$ cat src/rtl/lz_pkg.sv
// Shared constants and result bundle for the
// leading-zero normaliser pipeline.
package lz_pkg;

  localparam int DEF_DATA_WIDTH = 16;
  localparam int DEF_EXP_WIDTH  = 8;

  function automatic int clog2w(input int w);
    return $clog2(w + 1);
  endfunction

  localparam int DEF_ZERO_WIDTH = clog2w(DEF_DATA_WIDTH);

  typedef struct packed {
    logic [DEF_DATA_WIDTH-1:0] data;
    logic [DEF_EXP_WIDTH-1:0]  exp;
    logic [DEF_ZERO_WIDTH-1:0] lz;
    logic                      zero;
    logic                      uflow;
  } lz_result_t;

endpackage

$ cat src/rtl/lz_count.sv
// MSB-first leading-zero counter; an all-zero
// word reports DATA_WIDTH.
module lz_count
  import lz_pkg::*;
#(
  parameter int DATA_WIDTH = DEF_DATA_WIDTH,
  parameter int ZERO_WIDTH = clog2w(DATA_WIDTH)
) (
  input  logic [DATA_WIDTH-1:0] data,
  output logic [ZERO_WIDTH-1:0] lz
);

  // Scan upward so the highest set bit wins.
  always_comb begin
    lz = ZERO_WIDTH'(DATA_WIDTH);
    for (int i = 0; i < DATA_WIDTH; i++) begin
      if (data[i]) lz = ZERO_WIDTH'(DATA_WIDTH - 1 - i);
    end
  end

endmodule

$ cat src/rtl/lz_normalizer.sv
// Two-stage normaliser: count/compare, then
// barrel shift and exponent adjust.
module lz_normalizer
  import lz_pkg::*;
#(
  parameter int DATA_WIDTH = DEF_DATA_WIDTH,
  parameter int ZERO_WIDTH = clog2w(DATA_WIDTH),
  parameter int EXP_WIDTH  = DEF_EXP_WIDTH
) (
  input  logic                  clk,
  input  logic                  rst,
  input  logic                  in_valid,
  output logic                  in_ready,
  input  logic [DATA_WIDTH-1:0] in_data,
  input  logic [EXP_WIDTH-1:0]  in_exp,
  output logic                  out_valid,
  input  logic                  out_ready,
  output logic [DATA_WIDTH-1:0] out_data,
  output logic [EXP_WIDTH-1:0]  out_exp,
  output logic [ZERO_WIDTH-1:0] out_lz,
  output logic                  out_zero,
  output logic                  out_uflow
);

  localparam int CW =
    (ZERO_WIDTH > EXP_WIDTH) ? ZERO_WIDTH : EXP_WIDTH;

  logic                  v1, v2;
  logic                  s1_rdy, s2_rdy;
  logic [ZERO_WIDTH-1:0] lz;
  logic                  zero_in, uflow_in;
  logic [DATA_WIDTH-1:0] s1_data;
  logic [EXP_WIDTH-1:0]  s1_exp;
  logic [ZERO_WIDTH-1:0] s1_lz;
  logic                  s1_zero, s1_uflow;
  logic [ZERO_WIDTH-1:0] shift;
  logic [DATA_WIDTH-1:0] n_data;
  logic [EXP_WIDTH-1:0]  n_exp;

  lz_count #(
    .DATA_WIDTH(DATA_WIDTH),
    .ZERO_WIDTH(ZERO_WIDTH)
  ) u_cnt (
    .data(in_data),
    .lz  (lz)
  );

  assign s2_rdy    = !v2 || out_ready;
  assign s1_rdy    = !v1 || s2_rdy;
  assign in_ready  = s1_rdy && !rst;
  assign out_valid = v2;

  // Zero words never flag underflow; they clamp to exp 0.
  always_comb begin
    zero_in  = (lz == ZERO_WIDTH'(DATA_WIDTH));
    uflow_in = !zero_in && (CW'(lz) > CW'(in_exp));
  end

  // Stage 1: capture word, count and underflow flag.
  always_ff @(posedge clk) begin
    if (rst) begin
      v1       <= 1'b0;
      s1_data  <= '0;
      s1_exp   <= '0;
      s1_lz    <= '0;
      s1_zero  <= 1'b0;
      s1_uflow <= 1'b0;
    end else if (s1_rdy) begin
      v1 <= in_valid;
      if (in_valid) begin
        s1_data  <= in_data;
        s1_exp   <= in_exp;
        s1_lz    <= lz;
        s1_zero  <= zero_in;
        s1_uflow <= uflow_in;
      end
    end
  end

  // Clamped shift amount fits the count width:
  // when clamping, exp < lz <= DATA_WIDTH.
  always_comb begin
    shift  = s1_uflow ? ZERO_WIDTH'(s1_exp) : s1_lz;
    n_data = s1_data << shift;
    n_exp  = s1_zero ? '0
                     : s1_exp - EXP_WIDTH'(shift);
  end

  // Stage 2: result register, held while stalled.
  always_ff @(posedge clk) begin
    if (rst) begin
      v2        <= 1'b0;
      out_data  <= '0;
      out_exp   <= '0;
      out_lz    <= '0;
      out_zero  <= 1'b0;
      out_uflow <= 1'b0;
    end else if (s2_rdy) begin
      v2 <= v1;
      if (v1) begin
        out_data  <= n_data;
        out_exp   <= n_exp;
        out_lz    <= s1_lz;
        out_zero  <= s1_zero;
        out_uflow <= s1_uflow;
      end
    end
  end

endmodule
$ cat config.mk
export PLATFORM = sky130hd
export DESIGN_NAME = lz_normalizer
export DESIGN_NICKNAME = d
export VERILOG_FILES = /design/src/rtl/lz_pkg.sv /design/src/rtl/lz_count.sv /design/src/rtl/lz_normalizer.sv
export SDC_FILE = /design/constraint.sdc
export NUM_CORES = 1
export LEC_CHECK = 0
export ABC_AREA = 1
export CORE_MARGIN = 10
export CORE_UTILIZATION = 40
export CTS_BUF_LIST = sky130_fd_sc_hd__clkbuf_4 sky130_fd_sc_hd__clkbuf_8
export DETAILED_ROUTE_END_ITERATION = 7
export DONT_BUFFER_PORTS = 1
export PLACE_DENSITY = 0.63
export SYNTH_ARGS = -nofsm -noshare
export SYNTH_HDL_FRONTEND = slang
export SYNTH_SLANG_ARGS = --single-unit
$ cat constraint.sdc
create_clock -name clk -period 4.1 [get_ports clk]
set_clock_uncertainty 0.05 [all_clocks]
set_input_delay 0.615 -clock clk [delete_from_list [all_inputs] [get_ports clk]]
set_output_delay 0.615 -clock clk [all_outputs]
set_load 0.005 [all_outputs]
==> results of run 1 <==
[per-layer routing]
metal  GRT usage  vias to the layer above  share of wire
li1            -                     1596              -
met1       0.186                     1426           0.48
met2       0.204                       90           0.41
met3      0.0623                       13          0.096
met4      0.0463                        0          0.016
met5           0                        -              0
[flip-flops by register name, indices dropped and copies added, names as in the netlist]
signal,flops
out_data,16
out_exp,8
out_lz,5
out_uflow,1
out_valid,1
out_zero,1
s1_data,16
s1_exp,8
s1_lz,5
s1_uflow,1
s1_zero,1
v1,1
[placed cells by master (no fill, tap or decap), types with 4 or more instances in the layout]
cell type,count
nand2_1,111
dfxtp_1,64
inv_1,63
o21ai_0,60
a21oi_1,56
nor2_1,41
nand3_1,18
o21ai_1,10
ha_1,10
clkbuf_8,9
o211ai_1,6
o21ai_2,5
nor4_1,4
or2_1,4
[layout make-up]
cell class	instances	area share
clock inverters	6	0.0171
multi-input cells	344	0.478
well taps	105	0.0366
flip-flops and latches	64	0.357
inverters	67	0.0702
repair buffers	3	0.00628
clock buffers	9	0.0346
[report_power, final]
| group | internal [mW] | switching [mW] | leakage (nW) |
|---|---|---|---|
| Combinational | 0.0773 | 0.149 | 0.939 |
| Clock | 0.275 | 0.246 | 0.0948 |
| Sequential | 0.661 | 0.0304 | 0.526 |
[logic make-up (layout without fill, tap and decap cells)]
logic type	Yosys count	count (layout)	synth area share
AND/OR/NAND/NOR	184	184	0.221
multiplexers	2	2	0.00592
flip-flops	64	64	0.379
AO/OA/AOI/OAI	146	146	0.235
buffers and inverters	90	85	0.114
adder cells (fa/ha/maj)	11	11	0.0429
XOR/XNOR	1	1	0.00259
[worst min path at each step]
stage,from,to,cells after the start
2_1_floorplan,s1_data[12]$_SDFFE_PP0P_,s1_data[12]$_SDFFE_PP0P_,2
3_3_place_gp,s1_data[12]$_SDFFE_PP0P_,s1_data[12]$_SDFFE_PP0P_,2
3_5_place_dp,s1_data[8]$_SDFFE_PP0P_,s1_data[8]$_SDFFE_PP0P_,2
4_1_cts,rst,out_exp[3]$_SDFFE_PP0P_,1
5_1_grt,rst,out_exp[4]$_SDFFE_PP0P_,1
6_report,rst,out_exp[0]$_SDFFE_PP0P_,1
==> metrics, run 1 <==
antenna violations before repair=0; via count=~3100; critical path launch point=s1_uflow$_SDFFE_PP0P_; DRT antenna net count=0; Total Power=1.44 mW; most frequent cells after synthesis=nand2_1 (111), dfxtp_1 (64), inv_1 (63), o21ai_0 (60), a21oi_1 (56); Reg-to-Reg Start=s1_uflow$_SDFFE_PP0P_; syn_nets=537; GR Overflow Total=0; clk_lat worst skew=0.35 ns; worst r2r dst=out_exp[7]$_SDFFE_PP0P_; Fin. Hold Viols=0; DR iter-0 viols=229; synthesis-to-finish area growth=6.07%; VDD IR-drop max=0.173 mV; Setup crit end kind=flop; Critical path destination=out_exp[7]$_SDFFE_PP0P_; Slew @ Worst Pin=0.821 ns; Startpoint Class=flop; CTS tree=built; status=complete, no violations; period utilisation layout=0.652; data required time of the worst path=4.33 ns; slowest stage delay, CP=0.53 ns; CP max-delay cell=dfxtp_1; GP Congestion=0.843; vias in the first global route=between 3000 and 4000; synthesized area=3380 um2; number of cells on the critical path=13; setup TNS=0 ns; Antenna Cells=0; GRT Overall Usage=0.143; pwr dens=401 nW/um2; DRC=0; fin. max-slew vios=0; die area=roughly 13000 um2; Routed WL per cell=14.8 um; Buf+Inv Stages, Crit Path=1; synth warn=0; Placement Cell Area=roughly 3400 um2; fin cells=approximately 600; vias per cell=5.23; Post-CTS Resized=0; CP Class=flop to flop; Post-CTS Setup Bufs=0; FMAX=0.374 GHz; Synth area leaders=dfxtp_1 (38%), nand2_1 (12%), o21ai_0 (8.9%), a21oi_1 (8.3%), inv_1 (7.0%); R2R setup slack=1.43 ns; r2r worst-path depth=13; synthesized netlist cell count=498; hpwl dp=6.76 mm; final setup violation count=0; largest net degree at the start of global routing=a little over 40; Inst Count DP=583; initial core utilization=0.411; Final Core Density=0.436; Die Span Y=112 um; share of layout cells above drive strength 1=0.0629; first-pass GRT wire length=between 15 and 20 mm; Core ar.=8220 um2; Bufs on Longest Clock Path=2; final worst slack=1.43 ns; Hold-fix buffers, CTS=0; worst hold slack=roughly 0.28 ns; Sink Count=64; Die Span X=112 um; final wirelength=8.82 mm; area of the multi-input gates=1710 um2; syn avg cell area=6.79 um2; register area share after synthesis=0.379; Static Leak=1.56 nW; Final Cell Area=3580 um2; root buffer cell=clkbuf_8; area share of the largest cell type after synthesis=0.379; dominant cell by count in the synthesized netlist=nand2_1; CTS Buf Count=9; Worst EP arrival=2.90 ns; final net count=528; clock period minus worst slack=around 2.7 ns; Hold Path Class=input port to flop; relative slew slack=0.453; cell taking the most area after synthesis=dfxtp_1; max-cap viol count=0; post-synthesis register bit count=64; row count=33; cell family with most CP delay=simple AND/OR/NAND/NOR gates; htree depth=3; Top FF cell, synth=dfxtp_1; Port Buffers=0; register area=1280 um2; DRT Pass-1 Iters=5; CP cell instances=inv_2 -> or2_1 -> o21ai_2 -> ha_1 -> a21oi_1 -> nand2_1 -> nand2_1 -> a21oi_1 -> nor4_1 -> nor2_1 -> nor2_1 -> nand2_1 -> a21oi_1; Clock Pin Slew Worst Setup and Hold Paths=0.07 ns; crit path max fanout=19; Post-synth EDFFs=0; Fillers=849; Post-Place Worst Slack=1.45 ns; Netlist cell types=32; # IOs=just over 60; async set-reset flop share out of synthesis=0; RSZ-0062 raised after global routing=false
Note: power is estimated with default switching activity, not from simulation.
==> run 2: changes to the inputs <==
--- a/config.mk
+++ b/config.mk
@@ -11,7 +11,7 @@
 export CTS_BUF_LIST = sky130_fd_sc_hd__clkbuf_4 sky130_fd_sc_hd__clkbuf_8
 export DETAILED_ROUTE_END_ITERATION = 7
 export DONT_BUFFER_PORTS = 1
-export PLACE_DENSITY = 0.63
+export PLACE_DENSITY = 0.65
 export SYNTH_ARGS = -nofsm -noshare
 export SYNTH_HDL_FRONTEND = slang
 export SYNTH_SLANG_ARGS = --single-unit
==> constraint.sdc (replaced) <==
create_clock -name clk -period 2.4 [get_ports clk]
set_clock_uncertainty 0.05 [all_clocks]
set_input_delay 0.36 -clock clk [delete_from_list [all_inputs] [get_ports clk]]
set_output_delay 0.36 -clock clk [all_outputs]
set_load 0.005 [all_outputs]
==> run 2 against run 1 <==
  * Power up 83%
  * Utilization rose by 1.0 points
  * Die area did not move
  * Global-route usage shrank 0.13 points
  * Clock power rose by 100%
  * First-iteration DRC count fell by 21%
  * Non-clock buffer count up 6
  * Count of clock-buffer cells in the layout up 2
  * Design area rose by 2.4%
  * Worst hold slack lost 0.25 ns
  * Sequential cell count did not move
  * Worst setup slack got worse by 1.1 ns
  * Largest cell class unchanged
  * Highest routed layer unchanged
==> metrics, run 2 (synthesis results as in run 1) <==
wire length on met1=4.12 mm (-2.4%); clk_lat worst skew=0.35 ns (about the same); R2R setup slack=0.31 ns (-1.12 ns); highest routed layer=met4; clock period minus worst slack=2.09 ns (-0.579 ns); initial core utilization=0.411 (unchanged); fin. max-slew vios=0 (unchanged); Fin. Hold Viols=0 (unchanged); final setup violation count=0 (unchanged); root buffer cell=clkbuf_8; Startpoint Class=flop; final wirelength=8.78 mm (-0.51%); Top Registers=out_data: 16 flops, s1_data: 16 flops; via count=3116 (-0.29%); RSZ-0062 raised after global routing=false; DRC=0 (unchanged); Inst Count DP=589 (+1.0%); Sink Count=64 (unchanged); Hold Path Class=input port to flop; DR iter-0 viols=181 (-21%); fin cells=605 (+1.2%); status=complete, no violations; vias per cell=5.15 (-1.4%); Die Span Y=112 um (unchanged); max-cap viol count=0 (unchanged); Core ar.=8220 um2 (unchanged); Hold-fix buffers, CTS=0 (unchanged); antenna violations before repair=0 (unchanged); Final Core Density=0.447 (+0.0104); Antenna Cells=0 (unchanged); most common cell after layout, fill and taps aside=nand2_1; Post-Place Worst Slack=0.221 ns (-1.23 ns); GP Congestion=0.862 (+2.3%); WHS Path Cells=1 (unchanged); r2r worst-path depth=13 (unchanged); Endpoint, Worst Hold=out_data[9]$_SDFFE_PP0P_; met3 WL=870 um (+3.0%); Slew @ Worst Pin=0.709 ns (-0.112 ns); pwr dens=716 nW/um2 (+78%); VDD IR-drop max=0.259 mV (+49%); Post-CTS Setup Bufs=0 (unchanged); Static Leak=1.60 nW (+2.8%); worst hold slack=0.0235 ns (-0.254 ns); FMAX=0.478 GHz (+28%); die area=12500 um2 (unchanged); htree depth=3 (unchanged); Placement Cell Area=3440 um2 (+1.3%); largest net degree at the start of global routing=36 (-12%); hpwl dp=6.85 mm (+1.4%); met2 routed WL=3.61 mm (unchanged); Final Cell Area=3670 um2 (+2.4%); Reg-to-Reg Start=s1_uflow$_SDFFE_PP0P_; data required time of the worst path=2.63 ns (-1.70 ns); CP Class=flop to flop; share of layout cells above drive strength 1=0.0760 (+0.0131); period utilisation layout=0.872 (+0.221); hold_sp=rst; GRT Overall Usage=0.141 (-0.00126); Setup crit end kind=flop; Clock Pin Slew Worst Setup and Hold Paths=0.07 ns (about the same); final worst slack=0.306 ns (-1.12 ns); GR Overflow Total=0 (unchanged); synthesis-to-finish area growth=8.59%; row count=33 (unchanged); setup TNS=0 ns (unchanged); first-pass GRT wire length=14.9 mm (-0.97%); most frequent cells in the layout=nand2_1 (111), dfxtp_1 (64), inv_1 (63); Total Power=2.63 mW (+83%); final net count=534 (+1.1%); Port Buffers=0 (unchanged); Die Span X=112 um (unchanged); Post-CTS Resized=0 (unchanged); # IOs=61 (unchanged); vias in the first global route=2938 (-2.8%); Routed WL per cell=14.5 um (-1.7%); DRT antenna net count=0 (unchanged); relative slew slack=0.527 (+0.0743); DRT Pass-1 Iters=4 (-1); CTS Buf Count=9 (unchanged); Worst EP arrival=2.32 ns (-0.58 ns); worst r2r dst=out_exp[7]$_SDFFE_PP0P_; CTS tree=built; Bufs on Longest Clock Path=2 (unchanged); crit path max fanout=5 (-14)
## run 2: layer usage
metal | vias up | track usage
li1 | 1619 | -
met5 | - | 0
met2 | 89 | 0.203
met1 | 1392 | 0.181
met4 | 0 | 0.0591
met3 | 16 | 0.0590
## run 2: layout make-up
type                       instances  area, um2
fill                             830       4550
multi-input combinational        344       1710
sequential                        64       1280
inverter                          67        251
clock buffer                      11        145
tap                              105        131
clock inverter                     5       80.1
timing repair buffer               9       67.6
## run 2: power breakdown
group / total (mW) / switching (mW) / internal, mW
clock network: 1.05 / 0.428 / 0.623
registers: 1.18 / 0.0523 / 1.13
logic: 0.394 / 0.255 / 0.139
total: 2.63 / 0.735 / 1.89
## run 2: worst max-delay path: stages, from the launching register on
cell and delay, ns:
dfxtp_1 0.35, inv_2 0.06, or2_1 0.21, o21ai_2 0.07, ha_1 0.29, a21oi_1 0.15
nand2_1 0.09, nand2_1 0.06, a21oi_1 0.08, nor4_1 0.29, nor2_1 0.07, nor2_1 0.09
nand2_1 0.05, a21oi_1 0.10
## run 2: worst max path at each step
stage,endpoint,from,depth (start not counted)
2_1_floorplan,out_exp[7]$_SDFFE_PP0P_,s1_uflow$_SDFFE_PP0P_,15
3_3_place_gp,s1_uflow$_SDFFE_PP0P_,in_data[4],11
3_5_place_dp,s1_uflow$_SDFFE_PP0P_,in_data[4],11
4_1_cts,out_exp[7]$_SDFFE_PP0P_,s1_uflow$_SDFFE_PP0P_,13
5_1_grt,out_exp[7]$_SDFFE_PP0P_,s1_uflow$_SDFFE_PP0P_,13
6_report,out_exp[7]$_SDFFE_PP0P_,s1_uflow$_SDFFE_PP0P_,13
